## src/rtl/spi_rx_deserializer.sv

```systemverilog
// spi_rx_deserializer
//   Samples miso on each rising edge of the serializer's spi_clk during the
//   data phase of a flash read, assembles DATAW-bit words MSB-first and
//   presents them on a valid/ready interface. A word that completes while the
//   output is stalled and cannot be held is dropped and flags a sticky err.
//   spi_clk is a registered signal in the clk domain, so its rising edge is
//   detected rather than used as a clock.
//
// Optional build macro:
//   DESER_SKID_EN - adds a one-word skid register behind data_out; err is then
//                   raised only when both data_out and the skid are occupied.
//
// Ports:
//   clk        in   system clock
//   rst_n      in   asynchronous active-low reset
//   n_cs       in   chip select from serializer, active low
//   spi_clk    in   SPI clock from serializer, synchronous to clk
//   data_phase in   high while serializer is past command/address phase
//   miso       in   serial data from flash
//   data_out   out  assembled word, MSB = first bit received
//   valid_out  out  data_out holds an unconsumed word
//   ready_in   in   consumer accepts when valid_out && ready_in
//   err        out  sticky overflow flag
//   err_clr    in   synchronous clear of err
module spi_rx_deserializer #(
  parameter int DATAW = 8,
  parameter int CNTW  = $clog2(DATAW)
) (
  input  logic             clk,
  input  logic             rst_n,
  input  logic             n_cs,
  input  logic             spi_clk,
  input  logic             data_phase,
  input  logic             miso,
  output logic [DATAW-1:0] data_out,
  output logic             valid_out,
  input  logic             ready_in,
  output logic             err,
  input  logic             err_clr
);

  typedef enum logic {
    IDLE  = 1'b0,
    SHIFT = 1'b1
  } state_t;

  state_t           state, state_nx;
  logic [CNTW-1:0]  cnt, cnt_nx;
  logic [DATAW-1:0] shift, shift_nx;
  logic [DATAW-1:0] word;
  logic             spi_clk_q;
  logic             sample;
  logic             complete;
  logic             transfer;
  logic             stall;
  logic             overflow;

  // Rising edge of spi_clk, qualified so edges outside an active data phase
  // have no effect at all.
  assign sample   = spi_clk && !spi_clk_q && !n_cs && data_phase;
  assign word     = {shift[DATAW-2:0], miso};
  assign transfer = valid_out && ready_in;
  assign stall    = valid_out && !ready_in;

  // Edge-detect and FSM state registers
  always_ff @(posedge clk or negedge rst_n) begin
    if (!rst_n) begin
      spi_clk_q <= 1'b0;
      state     <= IDLE;
      cnt       <= '0;
      shift     <= '0;
    end else begin
      spi_clk_q <= spi_clk;
      state     <= state_nx;
      cnt       <= cnt_nx;
      shift     <= shift_nx;
    end
  end

  always_comb begin
    state_nx = state;
    cnt_nx   = cnt;
    shift_nx = shift;
    complete = 1'b0;
    case (state)
      IDLE: begin
        cnt_nx = '0;
        if (sample) begin
          shift_nx = word;
          cnt_nx   = CNTW'(1);
          state_nx = SHIFT;
        end
      end
      SHIFT: begin
        if (n_cs || !data_phase) begin
          // Transaction ended mid-word: the partial word is silently dropped.
          cnt_nx   = '0;
          state_nx = IDLE;
        end else if (sample) begin
          shift_nx = word;
          if (cnt == CNTW'(DATAW - 1)) begin
            complete = 1'b1;
            cnt_nx   = '0;
            state_nx = IDLE;
          end else begin
            cnt_nx = cnt + CNTW'(1);
          end
        end
      end
      default: begin
        cnt_nx   = '0;
        state_nx = IDLE;
      end
    endcase
  end

  // Output register stage
`ifdef DESER_SKID_EN
  logic [DATAW-1:0] skid_data;
  logic             skid_vld;

  assign overflow = complete && stall && skid_vld;

  // The skid is only ever occupied while data_out is, so word order is kept by
  // always refilling data_out from the skid before taking a new word.
  always_ff @(posedge clk or negedge rst_n) begin
    if (!rst_n) begin
      data_out  <= '0;
      valid_out <= 1'b0;
      skid_data <= '0;
      skid_vld  <= 1'b0;
    end else if (transfer) begin
      if (skid_vld) begin
        data_out <= skid_data;
        if (complete) begin
          skid_data <= word;
        end else begin
          skid_vld <= 1'b0;
        end
      end else if (complete) begin
        data_out <= word;
      end else begin
        valid_out <= 1'b0;
      end
    end else if (stall) begin
      if (complete && !skid_vld) begin
        skid_data <= word;
        skid_vld  <= 1'b1;
      end
    end else if (complete) begin
      data_out  <= word;
      valid_out <= 1'b1;
    end
  end
`else
  assign overflow = complete && stall;

  always_ff @(posedge clk or negedge rst_n) begin
    if (!rst_n) begin
      data_out  <= '0;
      valid_out <= 1'b0;
    end else if (complete && !stall) begin
      // Covers both an empty register and a same-cycle transfer.
      data_out  <= word;
      valid_out <= 1'b1;
    end else if (transfer) begin
      valid_out <= 1'b0;
    end
  end
`endif

  // Sticky error; a new overflow takes priority over a clear in the same cycle.
  always_ff @(posedge clk or negedge rst_n) begin
    if (!rst_n) begin
      err <= 1'b0;
    end else if (overflow) begin
      err <= 1'b1;
    end else if (err_clr) begin
      err <= 1'b0;
    end
  end

endmodule
```

## config.mk

```make
export PLATFORM = sky130hd
export DESIGN_NAME = spi_rx_deserializer
export DESIGN_NICKNAME = d
export VERILOG_FILES = /design/src/rtl/spi_rx_deserializer.sv
export SDC_FILE = /design/constraint.sdc
export NUM_CORES = 1
export LEC_CHECK = 0
export CAP_MARGIN = 20
export CORE_MARGIN = 2
export CORE_UTILIZATION = 45
export DETAILED_ROUTE_END_ITERATION = 10
export MAX_ROUTING_LAYER = met4
export PLACE_DENSITY = 0.81
export SLEW_MARGIN = 10
export SYNTH_ARGS = -nofsm -noshare
export SYNTH_HDL_FRONTEND = slang
export SYNTH_SLANG_ARGS = --single-unit
```

## constraint.sdc

```tcl
create_clock -name clk -period 2.4 [get_ports clk]
set_input_delay 0.6 -clock clk [delete_from_list [all_inputs] [get_ports clk]]
set_output_delay 0.6 -clock clk [all_outputs]
set_load 0.05 [all_outputs]
```

==> impl_results.md <==
- Status: completed
- Final WS setup: about 0.30 ns
- Root Buffer: clkbuf_4
- Synth area leader: dfrtp_1
- Fillers: about 180
- Critical path arrival: ~1.5 ns
- Crit-path max cell delay: 0.81 ns
- Startpoint Class: flip-flop
- Yosys warns: 0
- Pins Over Slew Limit: 0
- Slowest cell on the critical path: clkdlybuf4s50_1
- Setup TNS: 0 ns
- Total Wirelength: approximately 1500 µm
- CP Class: reg2out
- Leak: 0.000537 µW
- Max-Cap Viols: 0
- Final hold vios: 0
- FF-to-FF End: data_out[2]
- Hold Path Origin: data_out[3]
- # diodes: 0
- Reg2reg path depth: 4
- Syn avg cell area: 15.0 µm²
- Post-synth top area share: 58.4%
- Synth Cell Area: 942 µm²
- I/O Buffers: 17
- Critical path fanouts, max: 2
- Sw frac: 22.7%
- Final cell count without fillers: 110
- Slew at the pin closest to its max-slew limit: 0.497 ns
- Worst vdd ir: 0.365 mV
- CTS sink count: 22
- FF+latch count, synth: 22
- Synth Instances: 63
- Fin Clk Skew: 0.000962 ns
- Detailed placer's ending HPWL: 1140 µm
- Minimum clock period: roughly 2.1 ns
- Crit. End Element: output pin
- Logic gate share of total power: 8.7%
- FP Rows: 16
- Delay-heaviest family, CP: buffers and inverters
- Layout cells sized above 1: 25.3%
- Layout area overhead: 23.6%
- Avg WL per Cell: 13.9 µm
- # Post-CTS Setup Buffers: 0
- DRT iter0 DRCs: 4
- Reg power frac: 62.1%
- Hold buffer count at CTS: 0
- H-tree lvl count: 1
- Net Sw Power: 157 µW
- R2R setup slack: 0.85 ns
- Power Density: 594 nW/µm²
- Asr flop ratio synth: 100%
- Initial antenna violation count: 0
- Crit share post-route: 87.4%
- Max frequency: 0.477 GHz
- Inserted Clock Buffers: 3
- Hold endpoint: data_out[3]
- Syn nets: 73
- Hold crit path type: reg2reg
- Inst Count DP: 106
- Multi-input gate area: 359 µm²
- Vias per Instance: 5.15
- Die Wd: 49.8 µm
- Clock Path Buffers: 2
- # nets final: 94
- CTS tree: yes
- IO Pins: 18
- Antenna Violating Nets Remaining: 0
- Reg-to-Reg Start: cnt[0]
- Pin count of the biggest net entering global routing: 23
- Area occupied by registers: 551 µm²
- Synth top area cells: dfrtp_1, mux2_4, mux2_2
- Hold path cells: 1
- Die H: 49.8 µm
- Register area share after synthesis: 58.4%
- Design Power: 692 µW
- Final setup fails: 0
- Grt ovf: 0
- Worst path bufs/invs: 1
- Post-synth EDFFs: 0
- Post_cts resized: 0
- Stages on the worst setup path: 1
- Clock group share of total power: just under 30%
- Worst EP required: 1.80 ns
- Unrepaired setup endpoints after global routing: false
- First-pass GRT wire length: 2670 µm
- Via count: 566
- Total track usage: 14.8%
- Pre-antenna DRT Iters: 3
- Clk_lat worst skew: 0.30 ns
- Vias in the first global route: 585
- Internal: 535 µW
- Gpl congestion: 0.711
- Initial Util: 48.0%
- Setup slack at placement: 0.256 ns
- Top FF cell, synth: dfrtp_1
- CORE AREA: 1960 µm²
- Most numerous cell in the Yosys netlist: dfrtp_1
- Synth cell count leaders: dfrtp_1, mux2_4, mux2_2
- Slew headroom: 66.8%
- Clock slew at reported path FFs: 0.12 ns
- Critical path, cell by cell: clkdlybuf4s50_1
- Netlist cell types: 22
- Full die area: 2480 µm²
- DRC Markers: 0
## state kept, by name, summed over array words and instances, names as in the netlist
| register | flops |
|---|---|
| state | 1 |
| data_out | 8 |
| err | 1 |
| spi_clk_q | 1 |
| cnt | 3 |
| shift | 7 |
| valid_out | 1 |
## power groups by stage
stage	clock network (µW)	logic (µW)	registers [µW]
finish	203	59.9	429
global route	231	67.7	434
CTS	213	61.7	429
detailed placement	0	61.2	437
global placement	0	57.2	435
floorplan	0	35.3	428
## worst register-to-register path: stages (launching register included)
cell	delay (ns)
dfrtp_1	0.39
ha_1	0.16
ha_1	0.23
and4_4	0.35
mux2_4	0.32
## per-stage QoR
stage	utilization, %	hold slack, ns	cell area, µm²
after global routing	59.4	0.553	1160
final	59.4	0.523	1160
after detailed placement	57.5	0.496	1130
after floorplan	-	0.304	942
after CTS	59.4	0.530	1160
after global placement	57.5	0.495	1130
## placed cells by master (no fill, tap or decap), drive strengths merged, types with 2 or more instances in the layout
cell,instances
dfrtp,22
inv,2
clkdlybuf4s50,17
nand2b,2
o21ai,2
nand3b,2
ha,2
clkbuf,4
nand2,4
mux2,15
a21oi,2
## layer usage
metal / global-route usage [%] / wire, µm
met1: 17.2 / 668
met5: - / 0
met3: 3.94 / 66
met4: 5.56 / 20
met2: 24.4 / 773
## worst max-delay path by stage
stage                     slack, ns     endpoint   startpoint
after floorplan                0.81  data_out[0]         n_cs
after global placement         0.30  data_out[2]      spi_clk
after detailed placement       0.26  data_out[2]      spi_clk
after CTS                      0.27  data_out[4]  data_out[4]
after global routing           0.23  data_out[4]  data_out[4]
final                          0.30    valid_out    valid_out
## cell type report
cell class | instances | share of cell area [%]
Sequential cell | 22 | 47.3
Multi-Input combinational cell | 37 | 30.8
Timing Repair Buffer | 18 | 15.3
Clock buffer | 4 | 3.11
Tap cell | 27 | 2.90
Inverter | 2 | 0.644
## kinds of logic after synthesis
group | synth area share, %
DFF | 58.4
muxes | 21.1
and+or+nand+nor | 9.69
AOI/OAI and AO/OA | 4.65
buffers and inverters | 3.45
adders and majority gates | 2.66
(Power assumes the default switching activity.)
